**config.mk**
```make
export PLATFORM = sky130hd
export DESIGN_NAME = vend_ctrl_scan_flat
export DESIGN_NICKNAME = d
export VERILOG_FILES = /design/src/rtl/vend_ctrl_scan_if.sv /design/src/rtl/vend_ctrl_scan.sv /design/src/flat_wrapper.sv
export SDC_FILE = /design/constraint.sdc
export NUM_CORES = 1
export LEC_CHECK = 0
export CAP_MARGIN = 30
export CELL_PAD_IN_SITES_DETAIL_PLACEMENT = 1
export CELL_PAD_IN_SITES_GLOBAL_PLACEMENT = 2
export CORE_AREA = 4 4 123 125
export DETAILED_ROUTE_END_ITERATION = 6
export DIE_AREA = 0 0 127 129
export GPL_TIMING_DRIVEN = 0
export PLACE_DENSITY = 0.83
export SLEW_MARGIN = 20
export SYNTH_ARGS = -nofsm -noshare
export SYNTH_HDL_FRONTEND = slang
export SYNTH_SLANG_ARGS = --single-unit
```
**constraint.sdc**
```tcl
create_clock -name clk -period 8.5 [get_ports clk]
set_input_delay 1.275 -clock clk [delete_from_list [all_inputs] [get_ports clk]]
set_output_delay 1.275 -clock clk [all_outputs]
set_load 0.1 [all_outputs]
```
**src/rtl/vend_ctrl_scan_if.sv**
```systemverilog
// Board-side bundle of the vending controller: UART byte strobe and dispenser handshake in; change, credit and display out.
// master = UART/dispenser side driving the controller, slave = the controller itself.
interface vend_ctrl_scan_if #(
    parameter int unsigned DIGITS = 2
);
    logic [7:0]        rx_data;
    logic              rx_valid;
    logic              dispense_ack;
    logic              dispense_req;
    logic              change_valid;
    logic [7:0]        change;
    logic              coin_reject;
    logic [7:0]        credit;
    logic [6:0]        seg;
    logic [DIGITS-1:0] an;

    modport master (
        output rx_data, rx_valid, dispense_ack,
        input  dispense_req, change_valid, change, coin_reject, credit, seg, an
    );

    modport slave (
        input  rx_data, rx_valid, dispense_ack,
        output dispense_req, change_valid, change, coin_reject, credit, seg, an
    );
endinterface

```
**src/rtl/vend_ctrl_scan.sv**
```systemverilog
// Vending controller: command bytes -> credit, dispense handshake, change/refund, multiplexed 7-seg credit display.
// All outputs registered (one-cycle latency); rx is never stalled, dispense_req is held until dispense_ack.
module vend_ctrl_scan #(
    parameter int unsigned PRICE      = 15,
    parameter int unsigned MAX_CREDIT = 99,
    parameter int unsigned DIGITS     = 2,
    parameter int unsigned SCAN_DIV   = 50000,
    parameter int unsigned TIMEOUT    = 500000000,
    parameter logic [7:0]  CH_ONE     = 8'd97,
    parameter logic [7:0]  CH_FIVE    = 8'd98,
    parameter logic [7:0]  CH_TEN     = 8'd99,
    parameter logic [7:0]  CH_CANCEL  = 8'd115,
    parameter logic [7:0]  CH_CLEAR   = 8'd114
) (
    input  logic             clk,
    input  logic             reset,
    vend_ctrl_scan_if.slave  bus
);

    localparam int unsigned TW = (TIMEOUT  > 1) ? $clog2(TIMEOUT)  : 1;
    localparam int unsigned SW = (SCAN_DIV > 1) ? $clog2(SCAN_DIV) : 1;
    localparam int unsigned IW = (DIGITS   > 1) ? $clog2(DIGITS)   : 1;

    localparam logic [8:0]    PRICE_W  = 9'(PRICE);
    localparam logic [7:0]    PRICE_B  = 8'(PRICE);
    localparam logic [8:0]    MAX_W    = 9'(MAX_CREDIT);
    localparam logic [TW-1:0] TO_LAST  = TW'(TIMEOUT - 1);
    localparam logic [SW-1:0] DIV_LAST = SW'(SCAN_DIV - 1);
    localparam logic [IW-1:0] IDX_LAST = IW'(DIGITS - 1);
    localparam logic [6:0]    SEG_ZERO = 7'b1000000;

    typedef enum logic [1:0] {
        S_IDLE    = 2'd0,
        S_COLLECT = 2'd1,
        S_VEND    = 2'd2,
        S_PAY     = 2'd3
    } state_t;

    state_t          state_q, state_d;
    logic [7:0]      credit_q, credit_d;
    logic [TW-1:0]   timer_q, timer_d;
    logic            dispense_req_q, dispense_req_d;
    logic            change_valid_q, change_valid_d;
    logic [7:0]      change_q, change_d;
    logic            coin_reject_q, coin_reject_d;
    logic [SW-1:0]   div_q, div_d;
    logic [IW-1:0]   idx_q, idx_d;
    logic [DIGITS-1:0] an_q, an_d;
    logic [6:0]      seg_q, seg_d;

    logic            coin_hit;
    logic [7:0]      coin_val;
    logic            is_cancel;
    logic            is_clear;
    logic [8:0]      sum;
    logic            coin_ok;
    logic            timed_out;
    logic [7:0]      pay_amt;

    // Byte decode; a coin that does not fit or arrives outside IDLE/COLLECT is rejected
    always_comb begin
        coin_hit = 1'b0;
        coin_val = 8'd0;
        if (bus.rx_valid) begin
            if (bus.rx_data == CH_ONE) begin
                coin_hit = 1'b1;
                coin_val = 8'd1;
            end else if (bus.rx_data == CH_FIVE) begin
                coin_hit = 1'b1;
                coin_val = 8'd5;
            end else if (bus.rx_data == CH_TEN) begin
                coin_hit = 1'b1;
                coin_val = 8'd10;
            end
        end
        is_cancel = bus.rx_valid && (bus.rx_data == CH_CANCEL);
        is_clear  = bus.rx_valid && (bus.rx_data == CH_CLEAR);
        sum       = {1'b0, credit_q} + {1'b0, coin_val};
        coin_ok   = coin_hit && (sum <= MAX_W) &&
                    ((state_q == S_IDLE) || (state_q == S_COLLECT));
        timed_out = (state_q == S_COLLECT) && (timer_q == TO_LAST);
    end

    // Next-state process; an accepted coin outranks cancel and timeout
    always_comb begin
        state_d  = state_q;
        credit_d = credit_q;
        timer_d  = '0;
        pay_amt  = 8'd0;
        case (state_q)
            S_IDLE, S_COLLECT: begin
                if (coin_ok) begin
                    credit_d = sum[7:0];
                    state_d  = (sum >= PRICE_W) ? S_VEND : S_COLLECT;
                end else if ((state_q == S_COLLECT) && (is_cancel || timed_out)) begin
                    state_d = S_PAY;
                    pay_amt = credit_q;
                end else if (state_q == S_COLLECT) begin
                    timer_d = timer_q + 1'b1;
                end
            end
            S_VEND: begin
                if (bus.dispense_ack) begin
                    state_d = S_PAY;
                    pay_amt = credit_q - PRICE_B;
                end
            end
            S_PAY: begin
                state_d  = S_IDLE;
                credit_d = 8'd0;
            end
            default: state_d = S_IDLE;
        endcase
        if (is_clear) begin
            state_d  = S_IDLE;
            credit_d = 8'd0;
            timer_d  = '0;
            pay_amt  = 8'd0;
        end
    end

    // Output process: registered outputs follow the state being entered
    always_comb begin
        dispense_req_d = (state_d == S_VEND);
        change_valid_d = (state_d == S_PAY);
        change_d       = pay_amt;
        coin_reject_d  = coin_hit && !coin_ok;
    end

    always_ff @(posedge clk) begin
        if (reset) begin
            state_q        <= S_IDLE;
            credit_q       <= 8'd0;
            timer_q        <= '0;
            dispense_req_q <= 1'b0;
            change_valid_q <= 1'b0;
            change_q       <= 8'd0;
            coin_reject_q  <= 1'b0;
        end else begin
            state_q        <= state_d;
            credit_q       <= credit_d;
            timer_q        <= timer_d;
            dispense_req_q <= dispense_req_d;
            change_valid_q <= change_valid_d;
            change_q       <= change_d;
            coin_reject_q  <= coin_reject_d;
        end
    end

    logic [11:0] bcd;
    logic [19:0] dd;
    logic [3:0]  digit_a [4];
    logic [1:0]  sel;
    logic [3:0]  digit;

    // Double-dabble: 8-bit credit into three BCD digits
    always_comb begin
        dd = {12'd0, credit_q};
        for (int i = 0; i < 8; i++) begin
            for (int d = 0; d < 3; d++) begin
                if (dd[8 + 4*d +: 4] >= 4'd5) begin
                    dd[8 + 4*d +: 4] = dd[8 + 4*d +: 4] + 4'd3;
                end
            end
            dd = dd << 1;
        end
        bcd = dd[19:8];
    end

    always_comb begin
        div_d = div_q + 1'b1;
        idx_d = idx_q;
        if (div_q == DIV_LAST) begin
            div_d = '0;
            idx_d = (idx_q == IDX_LAST) ? '0 : idx_q + 1'b1;
        end
        digit_a[0] = bcd[3:0];
        digit_a[1] = bcd[7:4];
        digit_a[2] = bcd[11:8];
        digit_a[3] = 4'd0;
        sel   = 2'(idx_d);
        digit = digit_a[sel];
        an_d  = ~(DIGITS'(1) << idx_d);
        case (digit)
            4'd0:    seg_d = 7'b1000000;
            4'd1:    seg_d = 7'b1111001;
            4'd2:    seg_d = 7'b0100100;
            4'd3:    seg_d = 7'b0110000;
            4'd4:    seg_d = 7'b0011001;
            4'd5:    seg_d = 7'b0010010;
            4'd6:    seg_d = 7'b0000010;
            4'd7:    seg_d = 7'b1111000;
            4'd8:    seg_d = 7'b0000000;
            4'd9:    seg_d = 7'b0010000;
            default: seg_d = 7'b1111111;
        endcase
    end

    // Soft clear leaves the scan position alone; only hard reset rewinds it
    always_ff @(posedge clk) begin
        if (reset) begin
            div_q <= '0;
            idx_q <= '0;
            an_q  <= ~DIGITS'(1);
            seg_q <= SEG_ZERO;
        end else begin
            div_q <= div_d;
            idx_q <= idx_d;
            an_q  <= an_d;
            seg_q <= seg_d;
        end
    end

    assign bus.dispense_req = dispense_req_q;
    assign bus.change_valid = change_valid_q;
    assign bus.change       = change_q;
    assign bus.coin_reject  = coin_reject_q;
    assign bus.credit       = credit_q;
    assign bus.seg          = seg_q;
    assign bus.an           = an_q;

endmodule

```
**src/flat_wrapper.sv**
```systemverilog
// flat-port wrapper written by rule: the top's interface ports become plain ports
module vend_ctrl_scan_flat 
#(
    parameter int unsigned PRICE      = 15,
    parameter int unsigned MAX_CREDIT = 99,
    parameter int unsigned DIGITS     = 2,
    parameter int unsigned SCAN_DIV   = 50000,
    parameter int unsigned TIMEOUT    = 500000000,
    parameter logic [7:0]  CH_ONE     = 8'd97,
    parameter logic [7:0]  CH_FIVE    = 8'd98,
    parameter logic [7:0]  CH_TEN     = 8'd99,
    parameter logic [7:0]  CH_CANCEL  = 8'd115,
    parameter logic [7:0]  CH_CLEAR   = 8'd114
)
  (clk, reset, bus_rx_data, bus_rx_valid, bus_dispense_ack, bus_dispense_req, bus_change_valid, bus_change, bus_coin_reject, bus_credit, bus_seg, bus_an);
  vend_ctrl_scan_if #(.DIGITS(DIGITS)) bus_i ();
  input  logic clk;
  input  logic reset;
  input wire logic [$bits(bus_i.rx_data)-1:0] bus_rx_data;
  input wire logic [$bits(bus_i.rx_valid)-1:0] bus_rx_valid;
  input wire logic [$bits(bus_i.dispense_ack)-1:0] bus_dispense_ack;
  output wire logic [$bits(bus_i.dispense_req)-1:0] bus_dispense_req;
  output wire logic [$bits(bus_i.change_valid)-1:0] bus_change_valid;
  output wire logic [$bits(bus_i.change)-1:0] bus_change;
  output wire logic [$bits(bus_i.coin_reject)-1:0] bus_coin_reject;
  output wire logic [$bits(bus_i.credit)-1:0] bus_credit;
  output wire logic [$bits(bus_i.seg)-1:0] bus_seg;
  output wire logic [$bits(bus_i.an)-1:0] bus_an;
  assign bus_i.rx_data = bus_rx_data;
  assign bus_i.rx_valid = bus_rx_valid;
  assign bus_i.dispense_ack = bus_dispense_ack;
  assign bus_dispense_req = bus_i.dispense_req;
  assign bus_change_valid = bus_i.change_valid;
  assign bus_change = bus_i.change;
  assign bus_coin_reject = bus_i.coin_reject;
  assign bus_credit = bus_i.credit;
  assign bus_seg = bus_i.seg;
  assign bus_an = bus_i.an;
  vend_ctrl_scan #(.PRICE(PRICE), .MAX_CREDIT(MAX_CREDIT), .DIGITS(DIGITS), .SCAN_DIV(SCAN_DIV), .TIMEOUT(TIMEOUT), .CH_ONE(CH_ONE), .CH_FIVE(CH_FIVE), .CH_TEN(CH_TEN), .CH_CANCEL(CH_CANCEL), .CH_CLEAR(CH_CLEAR)) u_core (.clk(clk), .reset(reset), .bus(bus_i));
endmodule
```
Word level (Yosys, flattened, before mapping). Memories as Yosys holds them, arrays and structs flattened. A register that Yosys moved wholly into a read port is not among the register bits. Index checks and enable logic that the tools add are counted.

Bitwise gates (word level): 4. Shift-type cells: 1. Order comparisons: 21. Equality and inequality tests: 13. Muxes and demuxes: 43. Reduce and logical (&&, ||, !) cells: 17. Add/subtract/negate cells: 23.

Operator list (count): $mux 4 (17); $ge 4x3->1 const B (15); $mux 8 (6); $add 4x2->4 const B (11); $eq 8x7->1 const B (5); $pmux 8 s2 (2); $add 29x1->29 const B (1); $eq 29x29->1 const B (1); $add 16x1->16 const B (1); $eq 16x16->1 const B (1); $mux 3 (5); $add 3x2->3 const B (4); $mux 2 (5); $add 1x2->3 const B (3); $add 8x8->9 (1); $ge 1x3->1 const B (3); $ge 9x4->1 const B (1); $le 9x7->1 const B (1); $bmux 4 s2 (1); $eq 2x2->1 const B (4); $sub 8x4->8 const B (1); $logic_and 1x1->1 (7); $mux 1 (6); $pmux 2 s3 (1); other kinds (15) (19).

Output and inout port bits: 28. Register bits: 69. Word-level logic and storage cells: 133. Input bits: 12. ROM bits: 112. Memories kept: 1.

Memory list: (name not given) (words 16, width 7, rd ports 1, clocked after memory_dff 1, wr ports 0, RTL line vend_ctrl_scan.sv:184) `case (digit)`.

Longest topological paths before layout. Gate-level depths: netlist of run 1.

Depth after elaboration: 17. Mapped depth: 33. Gate-level depth less buffers: 28.

Worst setup path before layout of run 1. Ideal clock, no wire load.

Path kind: register to register. From: register u_core.credit_q[5] (netlist: u_core.bus.credit[5]). To: register u_core.seg_q[3] (netlist: u_core.bus.seg[3]). Buffers on the path: 5. Setup time: 120 ps. Data required time: 8380 ps. Cell stages (with the launch flop): 34. Arrival: 7072 ps. Clock period less this slack: 7192 ps. Slack: 1308 ps. Path through: dfxtp_1 -> buf_2 -> inv_2 -> ha_1 -> inv_1 -> ha_1 -> buf_6 -> a21oi_2 -> xnor2_1 -> ha_1 -> and2b_1 -> nor3_1 -> or4_4 -> buf_6 -> nand2_1 -> ha_1 -> nor2b_1 -> nor2_1 -> a211oi_4 -> nand2_1 -> ha_1 -> clkbuf_1 -> xnor2_1 -> o311a_1 -> a211oi_1 -> ha_1 -> o21ai_0 -> o21a_1 -> and3_1 -> o31a_1 -> buf_6 -> ha_1 -> a21boi_0 -> o31a_1.

Word-level cells in the longest chain between the ends: 13.

Ends and longest elaborated chain: start: declaration (RTL line vend_ctrl_scan.sv:40) `logic [7:0] credit_q, credit_d;`; start signal: assignment (RTL line vend_ctrl_scan.sv:141) `credit_q <= credit_d;`; $add 4x2->4 / $ge 4x3->1 (equally long branches) (RTL line vend_ctrl_scan.sv:162, vend_ctrl_scan.sv:161); $mux 4 * (RTL line vend_ctrl_scan.sv:161) `if (dd[8 + 4*d +: 4] >= 4'd5) begin`; $add 4x2->4 / $ge 4x3->1 (equally long branches) (RTL line vend_ctrl_scan.sv:162, vend_ctrl_scan.sv:161); $mux 4 (RTL line vend_ctrl_scan.sv:161); $add 4x2->4, or another cell as far along (RTL line vend_ctrl_scan.sv:162) `dd[8 + 4*d +: 4] = dd[8 + 4*d +: 4] + 4'd3;`; $mux 4 / $mux 3 (equally long branches) (RTL line vend_ctrl_scan.sv:161); $add 4x2->4, or another cell as far along (RTL line vend_ctrl_scan.sv:162); $mux 4 / $mux 3 (equally long branches) (RTL line vend_ctrl_scan.sv:161); $add 4x2->4, or another cell as far along (RTL line vend_ctrl_scan.sv:162); $mux 4 / $mux 3 (equally long branches) (RTL line vend_ctrl_scan.sv:161); $bmux 4 s2 * (RTL line vend_ctrl_scan.sv:182) `digit = digit_a[sel];`; $mux 4 (implied by the code) * (2 in series) (RTL line vend_ctrl_scan.sv:182); end: declaration (RTL line vend_ctrl_scan.sv:49) `logic [6:0] seg_q, seg_d;`.

Mark *: on every way between the ends. The rest lies on a longest branch, timed or not. The select of a mux whose other input is x is not followed. A chain may end at the register's enable or synchronous reset.

Final worst setup path of run 1. Same ends and word-level chain as after synthesis.

==> reports/results.ini, run 1 <==
[detailed_routing]
drt_iter0_markers = 157
via_per_inst = 5.55
drtPass1Iterations = 4
num_vias = 4657
drcViolationCount = 0
ant_nets = 0
totalWireLength_um = 13700
avgRoutedWirePerCell_um = 16.3

[floorplan]
core_area_um2 = 13900
die_x_um = 127
dieArea_um2 = 16400
initial_utilization = 0.356
die_h_um = 129
io_pins = 40
rows = 43

[timing]
final.setup.tns_ns = 0
worst_pin_slew_ns = 0.984
finalCriticalPeriod_ns = 7.61
slew_viol_final = 0
fin_ws_ns = 0.892
hold_viol_final = 0
fin_crit_sh = 0.895
rsz0062_at_grt = false
clock-skew-final_ns = 0.0100
setup_viol = 0
holdWs_ns = 0.457
relSlewSlack = 0.342
fmax_mhz = 131

[synth]
synth_top_flop_cell = dfxtp_1
synthCells = 604
yosysWarnings = 0
synth.most_common_cell = nor2_1
ys_async_sr_fraction = 0
synth_top_area_share = 0.304
avgSynthCellArea_um2 = 8.17
synth_seq_cells = 75
synth-edff-count = 0
synth_area_leaders = dfxtp_1, nor2_1, ha_1
synth.distinct_cells = 85
synth.largest_area_cell = dfxtp_1
yosysSeqAreaShare = 0.304
synth_common_cells = nor2_1, dfxtp_1, nand2_1
synth_nets = 636
synth_area_um2 = 4940

[grt]
grt_usage = 0.170
grt_max_degree = 16
grt_pass1_wl_um = 23000
grt-ovfl-total = 0
grt_pass1_vias = 4603
grt_antenna_before_repair = 0

[pwr]
powerDensity_nw_per_um2 = 128
leakage_nw = 2.11
ir_drop_mv = 0.0881

[place]
io_buffers = 39
place_congestion = 0.823
dp_hpwl_um = 10500
place_ws_ns = 0.971
placed_area_um2 = 5550

[clock_network]
cts.sink_count = 75
postCtsSetupRepairBufs = 0
clock_path_buffers = 2
cts_resized = 0
cts_tree = built
cts.reportedPaths.clkPinSlew_ns = 0.06
cts_root_buffer = clkbuf_16
cts_buffers = 9
worstSkewPairLatency_ns = 0.34
cts_max_level = 3
cts_hold_buf = 0

[setup_path]
startpoint_type = flip-flop
critPathCaptureType = flip-flop
worst-path-buf-inv = 6
critical_path.max_stage_delay_ns = 0.61
cp.arrival_ns = 7.84
worstPathRequired_ns = 8.73
cpMostUsedCell = ha_1
critPathTopFamily = compound AO/OA/AOI/OAI gates
path_max_fanout = 10
cpMaxStageDelayCell = o31ai_2
crit_type = flip-flop to flip-flop

[layout]
nNetsFinal = 686
finalInstanceArea_um2 = 5840
antenna_cells = 0
final_layout_size_suffix_gt1_frac = 0.0986
areaGrowthSynthToFinish_pct = 18.4

[job]
cap_viol_max_count = 0

[outcome]
status = finished clean

[worst_hold_path]
hp-class = flip-flop to flip-flop

## power by group
group / total [mW] / switching [mW] / leakage (nW) / internal, mW
clock: 0.377 / 0.165 / 0.142 / 0.212
combinational: 0.0154 / 0.00775 / 1.36 / 0.00766
sequential: 0.354 / 0.000991 / 0.605 / 0.353
## through the flow
| stage | utilization | total power, mW | cells |
|---|---|---|---|
| after floorplan | - | 0.368 | 604 |
| after global placement | 0.400 | 0.377 | 823 |
| after detailed placement | 0.400 | 0.377 | 823 |
| after CTS | 0.421 | 0.759 | 839 |
| after global routing | 0.421 | 0.776 | 839 |
| final | 0.421 | 0.746 | 839 |
## worst paths after layout
check	slack, ns	from	cells after the start	to
max reg2reg	0.89	u_core.bus.credit[5]	32	u_core.bus.seg[3]
min reg2reg	0.46	u_core.div_q[0]	1	u_core.div_q[0]
max	0.89	u_core.bus.credit[5]	32	u_core.bus.seg[3]
min	0.46	u_core.div_q[0]	1	u_core.div_q[0]
## area by class of cell
| cell class | count | area (um2) |
|---|---|---|
| fill | 1665 | 8040 |
| multi-input combinational | 487 | 3230 |
| sequential | 75 | 1500 |
| timing repair buffer | 39 | 390 |
| clock buffer | 10 | 239 |
| tap | 180 | 225 |
| buffer | 24 | 140 |
| inverter | 18 | 67.6 |
| clock inverter | 6 | 53.8 |
## sequential cells by signal, summed over array words and instances, names as in the netlist
register	count
u_core.timer_q	29
u_core.div_q	16
u_core.bus.change	8
u_core.bus.credit	8
u_core.bus.seg	7
u_core.bus.an	2
u_core.state_q	2
u_core.bus.change_valid	1
u_core.bus.coin_reject	1
u_core.bus.dispense_req	1
## worst register-to-register path: cells and delay by family, from the launching register on
| family | cells | cell delay [ns] |
|---|---|---|
| compound gates | 10 | 2.70 |
| fa+ha+maj | 7 | 1.88 |
| simple gates | 7 | 1.25 |
| buf+inv | 6 | 0.95 |
| xor+xnor | 2 | 0.37 |
| flops | 1 | 0.34 |
## routing by layer
layer,share of wire,GRT usage,routed length [um]
met5,0,0,0
met4,0.020,0.0618,277
met3,0.034,0.0324,464
met2,0.49,0.296,6750
met1,0.45,0.210,6190
## logic make-up (layout without fill, tap and decap cells)
group,Yosys count,in the layout,share of synthesized area
flip-flops,75,75,0.304
XOR/XNOR,53,53,0.0940
adder cells (fa/ha/maj),20,20,0.0522
multiplexers,15,15,0.0340
AND/OR/NAND/NOR,273,273,0.284
AO/OA/AOI/OAI,126,126,0.189
buffers and inverters,42,97,0.0421
## placed cells by master (no fill, tap or decap), types with 9 or more instances in the layout
cell / n
clkbuf_1: 13
clkbuf_16: 9
o21ai_0: 24
ha_1: 19
dfxtp_1: 75
a21oi_1: 24
nand4_1: 13
xor2_1: 26
xnor2_1: 27
nand3_1: 28
nand2_1: 47
inv_1: 16
clkdlybuf4s50_1: 39
nor3_1: 12
nor2_1: 87
and3_1: 18
mux2i_1: 10
or2_2: 9
Note: power is estimated with default switching activity, not from simulation.
==> run 2, diff against run 1 <==
--- a/config.mk
+++ b/config.mk
@@ -13,3 +13,3 @@
 export DIE_AREA = 0 0 127 129
-export GPL_TIMING_DRIVEN = 0
+export GPL_TIMING_DRIVEN = 1
 export PLACE_DENSITY = 0.83
--- a/constraint.sdc
+++ b/constraint.sdc
@@ -3,2 +3,2 @@
 set_output_delay 1.275 -clock clk [all_outputs]
-set_load 0.1 [all_outputs]
+set_load 0.005 [all_outputs]
==> run 2 against run 1 <==
Maximum frequency fell by 1.9%. Via count fell by 2.6%. Clock skew barely moved. Count of clock-buffer cells in the layout fell by 1. Hold slack got worse by 0.018 ns. Global-route usage rose by 0.32 points. Sequential power barely moved. Core utilization fell by 0.93 points.
==> reports/results.ini, run 2 (same netlist as run 1, synthesis figures left out) <==
[clock_network]
worstSkewPairLatency_ns = 0.35  ; about the same
cts_buffers = 9  ; unchanged
cts.sink_count = 75  ; unchanged
cts.reportedPaths.clkPinSlew_ns = 0.06  ; about the same
cts_tree = built
cts_max_level = 3  ; unchanged
postCtsSetupRepairBufs = 0  ; unchanged
cts_root_buffer = clkbuf_16
clock_path_buffers = 2  ; unchanged

[layout]
largest_reg_flops = 29  ; unchanged
final_layout_size_suffix_gt1_frac = 0.0881  ; -0.0106
reg_top3 = u_core.timer_q x29, u_core.div_q x16
layout_commonest_cell = nor2_1
fin_cells = 816  ; -2.7%
nNetsFinal = 663  ; -3.4%
regMostFlops = u_core.timer_q
antenna_cells = 0  ; unchanged
fillers = 1666  ; +0.060%
areaGrowthSynthToFinish_pct = 15.8
layout_common_cells = nor2_1, dfxtp_1, nand2_1, clkdlybuf4s50_1, nand3_1

[place]
placed_cells = 799  ; -2.9%
place_congestion = 0.884  ; +7.3%
place_ws_ns = 0.731  ; -0.240 ns
dp_hpwl_um = 10200  ; -3.0%
io_buffers = 39  ; unchanged

[setup_path]
path_max_fanout = 16  ; +6
crit_start = u_core.bus.credit[6]
crit_type = flip-flop to flip-flop
startpoint_type = flip-flop
worstPathRequired_ns = 8.80  ; +0.07 ns
rr_endpoint = u_core.bus.seg[3]
r2r_cells = 27  ; -16%
critPathCaptureType = flip-flop
rrSetupSlack_ns = 0.75  ; -0.15 ns
rr_startpoint = u_core.bus.credit[6]
cp.arrival_ns = 8.05  ; +0.21 ns

[detailed_routing]
avgRoutedWirePerCell_um = 16.8  ; +3.0%
totalWireLength_um = 13700  ; +0.13%
drtPass1Iterations = 4  ; unchanged
drcViolationCount = 0  ; unchanged
via_per_inst = 5.56  ; +0.13%
ant_nets = 0  ; unchanged
num_vias = 4535  ; -2.6%
drt_iter0_markers = 194  ; +24%

[grt]
grt_pass1_wl_um = 23100  ; +0.69%
grt_usage = 0.173  ; +0.00319
grt_antenna_before_repair = 0  ; unchanged
grt-ovfl-total = 0  ; unchanged
grt_max_degree = 30  ; +14
grt_pass1_vias = 4620  ; +0.37%

[pwr]
leakage_nw = 2.04  ; -3.4%
ir_drop_mv = 0.163  ; +85%
powerDensity_nw_per_um2 = 129  ; +1.1%
p_total_mw = 0.738  ; -1.2%

[timing]
clock-skew-final_ns = 0.00996  ; -0.0000490 ns
setup_viol = 0  ; unchanged
fin_crit_sh = 0.912  ; +0.0172
fmax_mhz = 129  ; -1.9%
rsz0062_at_grt = false
hold_viol_final = 0  ; unchanged
worst_pin_slew_ns = 0.879  ; -0.105 ns
finalCriticalPeriod_ns = 7.75  ; +0.146 ns
relSlewSlack = 0.412  ; +0.0702
fin_ws_ns = 0.746  ; -0.146 ns
slew_viol_final = 0  ; unchanged
final.setup.tns_ns = 0  ; unchanged

[worst_hold_path]
hold_start = u_core.div_q[0]
whs_path_depth = 1  ; unchanged
hp-class = flip-flop to flip-flop
min_to = u_core.div_q[0]

[floorplan]
rows = 43  ; unchanged
initial_utilization = 0.356  ; unchanged
io_pins = 40  ; unchanged
die_h_um = 129  ; unchanged
die_x_um = 127  ; unchanged
dieArea_um2 = 16400  ; unchanged
core_area_um2 = 13900  ; unchanged

[job]
cap_viol_max_count = 0  ; unchanged

[outcome]
status = finished clean

==> run 2: area by class of cell <==
cell class | instances | area [um2] | share of cell area
Multi-Input combinational cell | 487 | 3230 | 0.565
Sequential cell | 75 | 1500 | 0.263
Timing Repair Buffer | 40 | 405 | 0.0709
Clock buffer | 9 | 225 | 0.0394
Tap cell | 180 | 225 | 0.0394
Inverter | 18 | 67.6 | 0.0118
Clock inverter | 7 | 62.6 | 0.0109
==> run 2: what timing repair did <==
action	CTS	global route
endpoints found under the setup margin	0	2
gates resized for setup	0	1
hold buffers	0	0
hold endpoints to repair	0	0
==> run 2: metrics by stage <==
step / hold slack (ns) / area (um2) / utilization
6_report: 0.439 / 5720 / 0.412
3_3_place_gp: 0.426 / 5410 / 0.390
3_5_place_dp: 0.433 / 5410 / 0.390
5_1_grt: 0.465 / 5720 / 0.412
4_1_cts: 0.442 / 5700 / 0.411
2_1_floorplan: 0.413 / 4940 / -
==> run 2: worst max path at each step <==
stage	depth (start not counted)	to
finish	27	u_core.bus.seg[3]
global route	26	u_core.bus.seg[0]
global placement	27	u_core.bus.seg[3]
detailed placement	27	u_core.bus.seg[3]
floorplan	33	u_core.bus.seg[3]
CTS	27	u_core.bus.seg[3]
==> run 2: where the power goes <==
group | internal (mW) | leakage (nW) | switching, mW
clock network | 0.202 | 0.135 | 0.167
registers | 0.353 | 0.605 | 0.000920
logic | 0.00743 | 1.30 | 0.00711
==> run 2: worst max-delay path, cell delays in order (launching register included) <==
cell,delay [ns]
dfxtp_1,0.63
inv_1,0.25
ha_1,0.28
inv_1,0.06
ha_1,0.37
a21oi_2,0.11
xnor2_1,0.25
ha_1,0.34
and2b_1,0.22
nor3_1,0.08
o31ai_2,0.59
nand2_1,0.17
ha_1,0.24
nor2b_1,0.24
nor2_1,0.17
a211oi_4,0.39
nand2_1,0.10
ha_1,0.33
o311a_1,0.40
a211oi_1,0.33
ha_1,0.37
o21ai_0,0.16
o21a_1,0.23
a221oi_1,0.32
o31a_1,0.39
ha_1,0.31
a21boi_0,0.22
o31a_1,0.14
==> run 2: metal layers <==
metal | vias to the layer above | global-route usage | wire [um]
met5 | - | 0 | 0
met4 | 0 | 0.0675 | 248
met3 | 19 | 0.0378 | 401
met2 | 77 | 0.293 | 6750
met1 | 2199 | 0.216 | 6300
li1 | 2240 | - | -
